File: config.mk
export PLATFORM = sky130hd
export DESIGN_NAME = ctrl_ticket_distributor_flat
export DESIGN_NICKNAME = d
export VERILOG_FILES = /design/src/rtl/ctrl_ticket_distributor_if.sv /design/src/rtl/ctrl_ticket_distributor.sv /design/src/flat_wrapper.sv
export SDC_FILE = /design/constraint.sdc
export NUM_CORES = 1
export LEC_CHECK = 0
export CAP_MARGIN = 20
export CORE_MARGIN = 2
export CORE_UTILIZATION = 60
export CTS_BUF_LIST = sky130_fd_sc_hd__clkbuf_8
export DETAILED_ROUTE_END_ITERATION = 8
export PLACE_DENSITY_LB_ADDON = 0.1
export SLEW_MARGIN = 10
export SYNTH_ARGS = -nofsm -noshare
export SYNTH_HDL_FRONTEND = slang
export SYNTH_SLANG_ARGS = --single-unit
File: constraint.sdc
create_clock -name CLK -period 6.77 [get_ports CLK]
set_input_delay 1.354 -clock CLK [delete_from_list [all_inputs] [get_ports CLK]]
set_output_delay 1.354 -clock CLK [all_outputs]
set_load 0.02 [all_outputs]
File: src/rtl/ctrl_ticket_distributor_if.sv
// rtl/ctrl_ticket_distributor_if.sv - ticket input and per-channel output bundle
interface ctrl_ticket_distributor_if #(
  parameter int CTRL_DATA_WIDTH = 8,
  parameter int OUTPUT_COUNT    = 4
);
  logic [CTRL_DATA_WIDTH-1:0]              CTRL_DATA_IN;
  logic                                    CTRL_DATA_IN_VLD;
  logic                                    CTRL_DATA_IN_RQ;
  logic [OUTPUT_COUNT-1:0]                 CTRL_CHAN_EN;
  logic [OUTPUT_COUNT*CTRL_DATA_WIDTH-1:0] CTRL_DATA_OUT;
  logic [OUTPUT_COUNT-1:0]                 CTRL_DATA_OUT_VLD;
  logic [OUTPUT_COUNT-1:0]                 CTRL_DATA_OUT_RQ;
  logic [OUTPUT_COUNT-1:0]                 CTRL_FIFO_FULL;

  modport slave (
    input  CTRL_DATA_IN, CTRL_DATA_IN_VLD, CTRL_CHAN_EN, CTRL_DATA_OUT_RQ,
    output CTRL_DATA_IN_RQ, CTRL_DATA_OUT, CTRL_DATA_OUT_VLD, CTRL_FIFO_FULL
  );

  modport master (
    output CTRL_DATA_IN, CTRL_DATA_IN_VLD, CTRL_CHAN_EN, CTRL_DATA_OUT_RQ,
    input  CTRL_DATA_IN_RQ, CTRL_DATA_OUT, CTRL_DATA_OUT_VLD, CTRL_FIFO_FULL
  );
endinterface

File: src/rtl/ctrl_ticket_distributor.sv
// rtl/ctrl_ticket_distributor.sv - fans control tickets out to per-channel FIFOs
module ctrl_ticket_distributor #(
  parameter int CTRL_DATA_WIDTH = 8,
  parameter int OUTPUT_COUNT    = 4,
  parameter int FIFO_DEPTH      = 4,
  parameter int SPLIT_MODE      = 0
) (
  input  logic                      CLK,
  input  logic                      RESET,
  ctrl_ticket_distributor_if.slave  bus
);
  localparam int W  = CTRL_DATA_WIDTH;
  localparam int N  = OUTPUT_COUNT;
  localparam int AW = $clog2(FIFO_DEPTH);
  localparam int PW = $clog2(OUTPUT_COUNT);

  logic [W-1:0]   mem [N][FIFO_DEPTH];
  logic [AW-1:0]  wr_ptr [N];
  logic [AW-1:0]  rd_ptr [N];
  logic [AW:0]    count [N];
  logic [PW-1:0]  rr_ptr;
  logic [PW-1:0]  sel;
  logic           found;
  int             idx;
  logic           in_ready;
  logic           in_rq;
  logic           accept;
  logic [N-1:0]   full;
  logic [N-1:0]   out_vld;
  logic [N*W-1:0] out_data;
  logic [N-1:0]   wr_en;
  logic [N-1:0]   rd_en;

  // Strict round-robin: first enabled channel at or after rr_ptr, full or not
  always_comb begin
    sel   = '0;
    found = 1'b0;
    idx   = 0;
    for (int k = 0; k < N; k++) begin
      idx = (int'(rr_ptr) + k) % N;
      if (!found && bus.CTRL_CHAN_EN[idx]) begin
        sel   = PW'(idx);
        found = 1'b1;
      end
    end
  end

  always_comb begin
    out_data = '0;
    for (int i = 0; i < N; i++) begin
      full[i]              = (count[i] == (AW+1)'(FIFO_DEPTH));
      out_vld[i]           = (count[i] != '0);
      out_data[i*W +: W]   = mem[i][rd_ptr[i]];
      rd_en[i]             = bus.CTRL_DATA_OUT_RQ[i] && out_vld[i];
    end
  end

  // in_ready holds IN_RQ low while reset is applied and for the first cycle after
  always_comb begin
    if (SPLIT_MODE == 0)
      in_rq = in_ready && (|bus.CTRL_CHAN_EN) && !(|(bus.CTRL_CHAN_EN & full));
    else
      in_rq = in_ready && (|bus.CTRL_CHAN_EN) && !full[sel];
    accept = in_rq && bus.CTRL_DATA_IN_VLD;
    for (int i = 0; i < N; i++) begin
      if (SPLIT_MODE == 0)
        wr_en[i] = accept && bus.CTRL_CHAN_EN[i];
      else
        wr_en[i] = accept && (sel == PW'(i));
    end
  end

  assign bus.CTRL_DATA_IN_RQ   = in_rq;
  assign bus.CTRL_DATA_OUT     = out_data;
  assign bus.CTRL_DATA_OUT_VLD = out_vld;
  assign bus.CTRL_FIFO_FULL    = full;

  always_ff @(posedge CLK or posedge RESET) begin
    if (RESET) begin
      in_ready <= 1'b0;
      rr_ptr   <= '0;
      for (int i = 0; i < N; i++) begin
        wr_ptr[i] <= '0;
        rd_ptr[i] <= '0;
        count[i]  <= '0;
      end
    end else begin
      in_ready <= 1'b1;
      if (accept && (SPLIT_MODE != 0))
        rr_ptr <= (sel == PW'(N-1)) ? '0 : sel + 1'b1;
      for (int i = 0; i < N; i++) begin
        if (wr_en[i])
          wr_ptr[i] <= wr_ptr[i] + 1'b1;
        if (rd_en[i])
          rd_ptr[i] <= rd_ptr[i] + 1'b1;
        if (wr_en[i] && !rd_en[i])
          count[i] <= count[i] + 1'b1;
        else if (!wr_en[i] && rd_en[i])
          count[i] <= count[i] - 1'b1;
      end
    end
  end

  // Ticket storage needs no reset; occupancy is tracked by the pointers and counts
  always_ff @(posedge CLK) begin
    for (int i = 0; i < N; i++)
      if (wr_en[i])
        mem[i][wr_ptr[i]] <= bus.CTRL_DATA_IN;
  end
endmodule

File: src/flat_wrapper.sv
// flat-port wrapper written by rule: the top's interface ports become plain ports
module ctrl_ticket_distributor_flat 
#(
  parameter int CTRL_DATA_WIDTH = 8,
  parameter int OUTPUT_COUNT    = 4,
  parameter int FIFO_DEPTH      = 4,
  parameter int SPLIT_MODE      = 0
)
  (CLK, RESET, bus_CTRL_DATA_IN, bus_CTRL_DATA_IN_VLD, bus_CTRL_CHAN_EN, bus_CTRL_DATA_OUT_RQ, bus_CTRL_DATA_IN_RQ, bus_CTRL_DATA_OUT, bus_CTRL_DATA_OUT_VLD, bus_CTRL_FIFO_FULL);
  ctrl_ticket_distributor_if #(.CTRL_DATA_WIDTH(CTRL_DATA_WIDTH), .OUTPUT_COUNT(OUTPUT_COUNT)) bus_i ();
  input  logic CLK;
  input  logic RESET;
  input wire logic [$bits(bus_i.CTRL_DATA_IN)-1:0] bus_CTRL_DATA_IN;
  input wire logic [$bits(bus_i.CTRL_DATA_IN_VLD)-1:0] bus_CTRL_DATA_IN_VLD;
  input wire logic [$bits(bus_i.CTRL_CHAN_EN)-1:0] bus_CTRL_CHAN_EN;
  input wire logic [$bits(bus_i.CTRL_DATA_OUT_RQ)-1:0] bus_CTRL_DATA_OUT_RQ;
  output wire logic [$bits(bus_i.CTRL_DATA_IN_RQ)-1:0] bus_CTRL_DATA_IN_RQ;
  output wire logic [$bits(bus_i.CTRL_DATA_OUT)-1:0] bus_CTRL_DATA_OUT;
  output wire logic [$bits(bus_i.CTRL_DATA_OUT_VLD)-1:0] bus_CTRL_DATA_OUT_VLD;
  output wire logic [$bits(bus_i.CTRL_FIFO_FULL)-1:0] bus_CTRL_FIFO_FULL;
  assign bus_i.CTRL_DATA_IN = bus_CTRL_DATA_IN;
  assign bus_i.CTRL_DATA_IN_VLD = bus_CTRL_DATA_IN_VLD;
  assign bus_i.CTRL_CHAN_EN = bus_CTRL_CHAN_EN;
  assign bus_i.CTRL_DATA_OUT_RQ = bus_CTRL_DATA_OUT_RQ;
  assign bus_CTRL_DATA_IN_RQ = bus_i.CTRL_DATA_IN_RQ;
  assign bus_CTRL_DATA_OUT = bus_i.CTRL_DATA_OUT;
  assign bus_CTRL_DATA_OUT_VLD = bus_i.CTRL_DATA_OUT_VLD;
  assign bus_CTRL_FIFO_FULL = bus_i.CTRL_FIFO_FULL;
  ctrl_ticket_distributor #(.CTRL_DATA_WIDTH(CTRL_DATA_WIDTH), .OUTPUT_COUNT(OUTPUT_COUNT), .FIFO_DEPTH(FIFO_DEPTH), .SPLIT_MODE(SPLIT_MODE)) u_core (.CLK(CLK), .RESET(RESET), .bus(bus_i));
endmodule
## Word level (Yosys, flattened, before mapping)

Memories as Yosys holds them, arrays and structs flattened.
Cells that the tools add are included.
Widths: inputs -> output; s select.

- Latch bits: 0
- Bits in writable memories: 128
- Bits in read-only memories: 0
- Memories: 1
- Bits in registers: 29
- Word-level logic and storage cells: 133
- Bits of input ports: 19

- Reduce and logical (&&, ||, !) cells: 42
- Mux-type cells: 36
- Multiply operators: 0
- Shift-type cells: 0
- Add/sub/neg operators: 16
- Equal/unequal tests: 4
- $lt $le $gt $ge: 12
- Bitwise gates (word level): 9
- Divide/modulo/power cells: 0

Memories:

| name | words | bits a word | read ports | clocked after memory_dff | wr ports | RTL line | source |
|---|---|---|---|---|---|---|---|
| u_core.mem | 4 | 32 | 4 | 0 | 4 | ctrl_ticket_distributor.sv:17 | `logic [W-1:0] mem [N][FIFO_DEPTH];` |

Operator list:

| cell | count |
|---|---|
| $mux 32 | 4 |
| $mux 8 | 12 |
| $bmux 8 s2 | 4 |
| $demux 8 s2 | 4 |
| $ge 3x3->1 const B | 8 |
| $mux 3 | 8 |
| $not 2->3 | 8 |
| $logic_and 1x1->1 | 23 |
| $add 2x1->2 const B | 8 |
| $add 3x1->3 const B | 4 |
| $eq 3x3->1 const B | 4 |
| $lt 3x1->1 const B | 4 |
| $reduce_bool 3->1 | 4 |
| $sub 3x1->3 const B | 4 |
| $logic_not 1->1 | 9 |
| $reduce_bool 2->1 | 4 |
| $reduce_or 4->1 | 2 |
| $and 4x4->4 | 1 |
| $mux 1 | 4 |

## Logic depth before layout (Yosys ltp)

Gate-level depths: netlist of the first run.

- Word-level depth: 11
- Gate-level depth with buffers: 9

## Least setup slack after synthesis of the first run

No wires, ideal clock.

- Path kind: input port to output port
- Start: in bus_CTRL_CHAN_EN[1]
- End: out bus_CTRL_DATA_IN_RQ
- Arrival: 2141 ps
- Buffers on the path: 0
- Cell stages on the path: 3
- Setup slack: 3275 ps
- Required time: 5416 ps
- Path through: o41ai_1 a221o_4 nor2_1

- Cells in the longest elaborated chain, start to end: 4
- Elaborated cells between the ends (all ways): 6
- Those cells by class: 1 x bitwise; 5 x reduce/logical

RTL lines:

| element | RTL line | source |
|---|---|---|
| start: declaration | flat_wrapper.sv:15 | `input wire logic [$bits(bus_i.CTRL_CHAN_EN)-1:0] bus_CTRL_CHAN_EN;` |
| $and 4x4->4 | ctrl_ticket_distributor.sv:61 | `in_rq = in_ready && (\|bus.CTRL_CHAN_EN) && !(\|(bus.CTRL_CHAN_EN & full));` |
| $reduce_or 4->1 | ctrl_ticket_distributor.sv:61 |  |
| $logic_not 1->1 | ctrl_ticket_distributor.sv:61 |  |
| $logic_and 1x1->1 (*) | ctrl_ticket_distributor.sv:61 |  |
| end: declaration | flat_wrapper.sv:17 | `output wire logic [$bits(bus_i.CTRL_DATA_IN_RQ)-1:0] bus_CTRL_DATA_IN_RQ;` |

Mark *: on every way between the ends. The rest lies on a longest branch, timed or not.

## Final worst setup path of the first run

Same ends and word-level chain as after synthesis.

==> results of run 1 <==
-- worst paths after layout --
kind | endpoint | slack, ns
max in group asynchronous | u_core.rd_ptr[1] | 5.19
min reg2reg | u_core.count[2] | 0.49
max | bus_CTRL_DATA_IN_RQ | 2.28
min in group asynchronous | u_core.wr_ptr[7] | 1.29
min | u_core.count[2] | 0.49
max reg2reg | u_core.count[2] | 4.01
-- area by class of cell --
class	instances	area share
multi-input combinational	137	0.228
clock buffer	18	0.0328
clock inverter	14	0.0265
tap	136	0.0225
sequential	157	0.605
timing repair buffer	60	0.0792
inverter	13	0.00646
-- cells by family (layout without fill, tap and decap cells) --
group           count (synthesis)  count (layout)  share of synthesized area
compound gates                  3               3                    0.00628
xor+xnor                       24              24                     0.0330
fa+ha+maj                      24              24                     0.0518
buf+inv                        21             105                     0.0132
flops                         157             157                      0.717
mux                            40              40                      0.130
other cells                     1               1                   0.000588
simple gates                   45              45                     0.0487
-- flip-flops by register name (all words and copies together) (netlist names) --
| signal | count |
|---|---|
| u_core.rd_ptr | 8 |
| u_core.in_ready | 1 |
| u_core.wr_ptr | 8 |
| u_core.mem | 128 |
| u_core.count | 12 |
-- cell usage after synthesis (5+ instances only) --
master      n
and2_2     16
dfrtp_1    29
edfxtp_1  128
ha_1       20
inv_1      13
mux4_2     32
nand2_1     8
nor2_1      5
xnor2_1    16
xor2_1      8
-- layer usage --
layer  share of wire  routed length, um  global-route usage
met1            0.43               4490               0.261
met2            0.51               5340               0.340
met3           0.048                506              0.0535
met4           0.017                176              0.0807
met5               0                  0                   0
-- power groups by stage --
stage                     Sequential (uW)  Clock, uW  Combinational, uW
after CTS                            1370        779                998
final                                1370        765                984
after global routing                 1390        813               1060
after detailed placement             1390          0                987
after global placement               1390          0                967
after floorplan                      1260          0                743
-- layout by cell type (no fill, tap or decap), drive strengths merged, types with 8 or more instances in the layout --
cell,n
ha,20
mux4,32
clkbuf,18
edfxtp,128
clkdlybuf4s50,59
xnor2,16
and2,16
dfrtp,29
inv,15
xor2,8
mux2,8
nand2,8
-- through the flow --
step                setup slack (ns)  cell area, um2   util
finish                          2.28            7550  0.732
CTS                             2.29            7550  0.732
global route                    2.22            7550  0.732
detailed placement              2.30            7110  0.688
global placement                2.32            7110  0.688
floorplan                       3.28            6370      -
==> results.json, run 1 <==
{
  "root_buffer": "clkbuf_8",
  "io_pins": 60,
  "critPathMostFrequentCell": "clkdlybuf4s50_1",
  "drtIter0Drc": 140,
  "synth_top_area_frac": 0.603,
  "cts_sinks": 157,
  "die_h_um": 107,
  "cts_hold_buf": 0,
  "cts.clk_slew.worst_paths_ns": 0.08,
  "insertion_delay_ns": 0.43,
  "crit_family": "buffers and inverters",
  "wl_per_cell_um": 19.6,
  "fp.dieW_um": 107,
  "grt_pass1_wl_mm": 16.7,
  "finalMaxSlewViolations": 0,
  "slowest_delay_ns": 0.61,
  "period_share": 0.663,
  "die-area_um2": 11500,
  "synth.yosys.warnings": 0,
  "start_util": 0.617,
  "first_pass_iters": 6,
  "drive_gt1_frac": 0.233,
  "crit_chain": "clkdlybuf4s50_1 > o41ai_1 > a221o_4 > nor2_1 > clkdlybuf4s50_1",
  "n_antenna_cell": 0,
  "grt_pass1_vias": 3182,
  "syn_area_um2": 6370,
  "synth-seq-cells": 157,
  "ff2ff_path_depth": 9,
  "slew_headroom": 0.552,
  "wl_mm": 10.5,
  "antenna_found_initial": 0,
  "cts_buffers": 17,
  "nFillCells": 616,
  "regToRegStartpoint": "u_core.count[8]",
  "postRouteAntennaNets": 0,
  "hold_path_class": "flip-flop to flip-flop",
  "critPathLaunchType": "primary input",
  "path_max_fanout": 5,
  "vdd_ir_drop_max_mv": 0.226,
  "cp.buffers_inverters": 2,
  "tightest_slew_ns": 0.670,
  "period_minus_slack_ns": 4.49,
  "p_seq_frac": 0.438,
  "cts_max_level": 4,
  "arrival_ns": 3.13,
  "setup.worst_path.start": "bus_CTRL_CHAN_EN[1]",
  "path_class": "primary input to output port",
  "grt_max_degree": 30,
  "setup-tns-final_ns": 0,
  "synthToLayoutAreaGrowth_pct": 18.5,
  "vias": 2960,
  "synth_edf_count": 128,
  "portBuffers": 59,
  "row_count": 37,
  "power_per_cell_area_nw_per_um2": 412,
  "core_um2": 10300,
  "swShare": 0.302,
  "synth_area_per_cell_um2": 20.2,
  "place_hpwl_mm": 6.54,
  "nets": 429,
  "synth_seq_area_share": 0.717,
  "gr-usage-all-layers": 0.205,
  "power_uw": 3110,
  "p_switching_uw": 941,
  "worst-endpoint-required_ns": 5.42,
  "grt.overflow.total": 0,
  "synth_area_leader_cell": "edfxtp_1",
  "slowest_stage": "clkdlybuf4s50_1",
  "clk_path_buf_depth": 2,
  "syn_nets": 358,
  "seq_area_um2": 4570,
  "endpoint_kind": "output port",
  "drc_errors": 0,
  "max_freq_ghz": 0.223,
  "dp.cells": 503,
  "p_leak_uw": 0.00265,
  "fin_cells": 535,
  "cts_setup_buffers": 0,
  "syn_inst": 315,
  "whs_ns": 0.491,
  "cp.depth": 5,
  "multi_input_area_um2": 1720,
  "cts_tree": "done",
  "hp-start": "u_core.count[2]",
  "hold_violations": 0,
  "status": "complete, no violations",
  "setup-violations-final": 0,
  "ys_async_sr_fraction": 0.185,
  "grt_setup_unrepaired": "false",
  "ys_types": 24,
  "ys_top_cells_by_area": "edfxtp_1 (60%), dfrtp_1 (11%), mux4_2 (11%)",
  "synthFlopType": "edfxtp_1",
  "max-cap-violations": 0,
  "viasPerCell": 5.53,
  "p_int_uw": 2170,
  "combPwrFrac": 0.316,
  "skew_ns": 0.00560,
  "gp_congestion": 0.708,
  "cts_resized": 0,
  "clkPwrFrac": 0.246,
  "min_path_cells": 1
}
Note: power is estimated with default switching activity, not from simulation.
==> run 2: changes to the inputs <==
--- a/config.mk
+++ b/config.mk
@@ -7,7 +7,7 @@
 export LEC_CHECK = 0
 export CAP_MARGIN = 20
 export CORE_MARGIN = 2
-export CORE_UTILIZATION = 60
+export CORE_UTILIZATION = 59
 export CTS_BUF_LIST = sky130_fd_sc_hd__clkbuf_8
 export DETAILED_ROUTE_END_ITERATION = 8
 export PLACE_DENSITY_LB_ADDON = 0.1
==> constraint.sdc (replaced) <==
create_clock -name CLK -period 4.7 [get_ports CLK]
set_input_delay 0.94 -clock CLK [delete_from_list [all_inputs] [get_ports CLK]]
set_output_delay 0.94 -clock CLK [all_outputs]
set_load 0.02 [all_outputs]
==> results.json, run 2 (same netlist as run 1, synthesis figures left out) <==
{
  "final_util": 0.721,
  "hold_end": "u_core.count[2]",
  "regToRegStartpoint": "u_core.count[8]",
  "path_class": "primary input to output port",
  "drtIter0Drc": 103,
  "clk_path_buf_depth": 2,
  "wl_mm": 10.4,
  "root_buffer": "clkbuf_8",
  "mostFrequentLayoutCells": "edfxtp_1 (128), clkdlybuf4s50_1 (59), mux4_2 (32)",
  "skew_ns": 0.0110,
  "cts_hold_buf": 0,
  "power_uw": 4370,
  "grt.overflow.total": 0,
  "finalMaxSlewViolations": 0,
  "worst-endpoint-required_ns": 3.76,
  "place_hpwl_mm": 6.82,
  "seq_area_um2": 4570,
  "nets": 429,
  "drc_errors": 0,
  "hold_violations": 0,
  "gp_congestion": 0.750,
  "nFillCells": 654,
  "status": "complete, no violations",
  "dpl_cell_area_um2": 7110,
  "power_per_cell_area_nw_per_um2": 582,
  "hold_path_class": "flip-flop to flip-flop",
  "start_util": 0.612,
  "io_pins": 60,
  "tightest_slew_ns": 0.733,
  "critPathLaunchType": "primary input",
  "first_pass_iters": 4,
  "endpoint_kind": "output port",
  "viasPerCell": 5.53,
  "period_share": 0.778,
  "slew_headroom": 0.510,
  "antenna_found_initial": 0,
  "grt_pass1_wl_mm": 16.3,
  "cts_max_level": 4,
  "path_max_fanout": 5,
  "n_antenna_cell": 0,
  "gr-usage-all-layers": 0.197,
  "grt_setup_unrepaired": "false",
  "cts_sinks": 157,
  "vdd_ir_drop_max_mv": 0.300,
  "die_h_um": 108,
  "hp-start": "u_core.count[2]",
  "max_freq_ghz": 0.273,
  "synthToLayoutAreaGrowth_pct": 17.8,
  "setup-violations-final": 0,
  "setup-tns-final_ns": 0,
  "row_count": 37,
  "grt_pass1_vias": 3107,
  "ff2ff_path_depth": 9,
  "cts_resized": 0,
  "largest_reg_flops": 128,
  "max-cap-violations": 0,
  "cts_setup_buffers": 0,
  "insertion_delay_ns": 0.43,
  "p_leak_uw": 0.00263,
  "multi_input_area_um2": 1720,
  "r2r_setup_slack_ns": 1.95,
  "cts.clk_slew.worst_paths_ns": 0.07,
  "drive_gt1_frac": 0.226,
  "period_minus_slack_ns": 3.66,
  "r2r_end": "u_core.count[2]",
  "vias": 2956,
  "postRouteAntennaNets": 0,
  "portBuffers": 59,
  "fp.dieW_um": 108,
  "grt_max_degree": 30,
  "stdcell_area_um2": 7510,
  "core_um2": 10400,
  "cts_buffers": 17,
  "wl_per_cell_um": 19.5,
  "arrival_ns": 2.72,
  "die-area_um2": 11700,
  "min_path_cells": 1,
  "cts_tree": "done",
  "final_common_cell": "edfxtp_1"
}
==> run 2: stage by stage <==
step / hold slack, ns / worst slack (ns) / instances
floorplan: 0.447 / 1.82 / 315
global placement: 0.466 / 1.07 / 503
detailed placement: 0.470 / 1.04 / 503
CTS: 0.483 / 1.03 / 535
global route: 0.500 / 0.986 / 535
finish: 0.487 / 1.04 / 535
==> run 2: worst max-delay path by stage <==
stage,startpoint,cells past startpoint,end
after floorplan,bus_CTRL_CHAN_EN[1],9,u_core.count[11]
after global placement,bus_CTRL_CHAN_EN[1],5,bus_CTRL_DATA_IN_RQ
after detailed placement,bus_CTRL_CHAN_EN[1],10,u_core.count[2]
after CTS,bus_CTRL_CHAN_EN[1],5,bus_CTRL_DATA_IN_RQ
after global routing,bus_CTRL_CHAN_EN[1],5,bus_CTRL_DATA_IN_RQ
final,bus_CTRL_CHAN_EN[1],5,bus_CTRL_DATA_IN_RQ
==> run 2: final cells by class <==
class | count | share of cell area
clock buffers | 19 | 0.0348
clock inverters | 13 | 0.0183
inverters | 13 | 0.00650
multi-input cells | 137 | 0.229
flip-flops and latches | 157 | 0.609
well taps | 136 | 0.0227
repair buffers | 60 | 0.0797
==> run 2: power by group <==
group,internal [uW],total [uW],leakage (uW),switching (uW)
Sequential,1700,1970,0.00149,269
Clock,540,983,0.000215,443
Combinational,797,1420,0.000925,622
==> run 2: metal layers <==
layer,GRT usage,vias to the layer above,share of wire
met3,0.0524,12,0.044
met4,0.0632,0,0.013
li1,-,1346,-
met1,0.262,1529,0.43
met2,0.322,69,0.52
met5,0,-,0
==> run 2: critical path, stage by stage <==
cell and delay, ns:
clkdlybuf4s50_1 0.45, o41ai_1 0.46, a221o_4 0.26, nor2_1 0.07
clkdlybuf4s50_1 0.54
==> run 3: changes to the inputs <==
==> constraint.sdc (replaced) <==
create_clock -name CLK -period 3.5 [get_ports CLK]
set_input_delay 0.7 -clock CLK [delete_from_list [all_inputs] [get_ports CLK]]
set_output_delay 0.7 -clock CLK [all_outputs]
set_load 0.02 [all_outputs]
==> results.json, run 3 (same netlist as run 1, synthesis figures left out) <==
{
  "wl_per_cell_um": 19.7,
  "cts_sinks": 157,
  "skew_ns": 0.0108,
  "power_uw": 5730,
  "nFillCells": 682,
  "r2r_setup_slack_ns": 0.95,
  "gr-usage-all-layers": 0.206,
  "synthToLayoutAreaGrowth_pct": 17.4,
  "fin_cells": 538,
  "p_switching_uw": 1830,
  "mostFrequentLayoutCells": "edfxtp_1 (128), clkdlybuf4s50_1 (59), mux4_2 (32)",
  "setup-tns-final_ns": 0,
  "first_pass_iters": 5,
  "cts_tree": "done",
  "finalMaxSlewViolations": 0,
  "hold_path_class": "flip-flop to flip-flop",
  "endpoint_kind": "output port",
  "arrival_ns": 2.49,
  "wl_mm": 10.6,
  "cts_setup_buffers": 0,
  "drc_errors": 0,
  "clkPwrFrac": 0.205,
  "cts.clk_slew.worst_paths_ns": 0.08,
  "portBuffers": 59,
  "postRouteAntennaNets": 0,
  "insertion_delay_ns": 0.44,
  "grt_setup_unrepaired": "false",
  "grt_pass1_vias": 3192,
  "cp.buffers_inverters": 2,
  "grt_pass1_wl_mm": 16.9,
  "viasPerCell": 5.65,
  "cts_resized": 0,
  "largest_reg_flops": 128,
  "cts_buffers": 17,
  "grt_max_degree": 30,
  "slowest_delay_ns": 0.54,
  "final_util": 0.718,
  "io_pins": 60,
  "place_hpwl_mm": 6.98,
  "setup-violations-final": 0,
  "swShare": 0.320,
  "p_seq_frac": 0.462,
  "die-area_um2": 11700,
  "die_h_um": 108,
  "period_share": 0.912,
  "max_freq_ghz": 0.313,
  "p_leak_uw": 0.00261,
  "drive_gt1_frac": 0.241,
  "row_count": 37,
  "antenna_found_initial": 0,
  "n_antenna_cell": 0,
  "root_buffer": "clkbuf_8",
  "vias": 3041,
  "power_per_cell_area_nw_per_um2": 766,
  "path_class": "primary input to output port",
  "status": "complete, no violations",
  "combPwrFrac": 0.334,
  "critPathLaunchType": "primary input",
  "period_minus_slack_ns": 3.19,
  "crit_chain": "clkdlybuf4s50_1 > o41ai_1 > a221o_4 > nor2_1 > clkdlybuf4s50_1",
  "drtIter0Drc": 106,
  "cts_hold_buf": 0,
  "dp.cells": 507,
  "start_util": 0.612,
  "final_common_cell": "edfxtp_1",
  "worst-endpoint-required_ns": 2.80,
  "clk_path_buf_depth": 2,
  "max-cap-violations": 0,
  "slowest_stage": "clkdlybuf4s50_1",
  "p_int_uw": 3900,
  "nets": 433,
  "critPathMostFrequentCell": "clkdlybuf4s50_1",
  "hold_violations": 0,
  "core_um2": 10400,
  "fp.dieW_um": 108,
  "grt.overflow.total": 0,
  "path_max_fanout": 5,
  "cts_max_level": 4,
  "gp_congestion": 0.739,
  "vdd_ir_drop_max_mv": 0.403,
  "stdcell_area_um2": 7480,
  "crit_family": "buffers and inverters",
  "slew_headroom": 0.497,
  "tightest_slew_ns": 0.752,
  "dpl_cell_area_um2": 7140
}
run 3: changes by cell type in the layout (fill, tap and decap cells not counted), sizes merged:
cell / delta
bufinv: -2
clkinvlp: +3
clkinv: +3
inv: -3
clkbuf: -2
buf: +4
run 3: metal layers:
layer / track usage / part of all wire / up-vias
met3: 0.0651 / 0.046 / 17
met1: 0.279 / 0.43 / 1587
met2: 0.324 / 0.50 / 77
met4: 0.0723 / 0.019 / 0
li1: - / - / 1360
met5: 0 / 0 / -
run 3: layout make-up:
cell class | instances | area (um2) | share of cell area
clock buffers | 17 | 234 | 0.0313
clock inverters | 14 | 109 | 0.0146
inverters | 13 | 48.8 | 0.00652
multi-input cells | 137 | 1720 | 0.230
flip-flops and latches | 157 | 4570 | 0.611
well taps | 136 | 170 | 0.0228
repair buffers | 64 | 628 | 0.0840
run 3: worst paths after layout:
| path | endpoint | from | cells after the start |
|---|---|---|---|
| setup / recovery | bus_CTRL_DATA_IN_RQ | bus_CTRL_CHAN_EN[1] | 5 |
| hold / removal | u_core.count[5] | u_core.count[5] | 1 |
| setup reg to reg | u_core.count[8] | u_core.count[8] | 9 |
| hold reg to reg | u_core.count[5] | u_core.count[5] | 1 |
| max in group asynchronous | u_core.count[4] | RESET | 3 |
| min in group asynchronous | u_core.count[10] | RESET | 3 |
run 3: worst register-to-register path, delay by kind of cell, from the launching register on:
family | cells | cell delay, ns
adder cells (fa/ha/maj) | 2 | 0.64
AO/OA/AOI/OAI | 1 | 0.50
flip-flops | 1 | 0.41
XOR/XNOR | 2 | 0.32
AND/OR/NAND/NOR | 3 | 0.53
buffers and inverters | 1 | 0.07
run 3: power groups by stage:
stage	Clock (uW)	Combinational [uW]	Sequential [uW]
after CTS	1200	1950	2660
final	1170	1910	2650
after floorplan	0	1440	2430
after global placement	0	1880	2670
after detailed placement	0	1930	2700
after global routing	1270	2070	2710
run 3: per-stage QoR:
step                      worst slack, ns  hold WS [ns]
final                               0.307         0.495
after global routing                0.245         0.507
after CTS                           0.293         0.494
after detailed placement            0.248         0.481
after global placement              0.352         0.464
after floorplan                     0.860         0.447
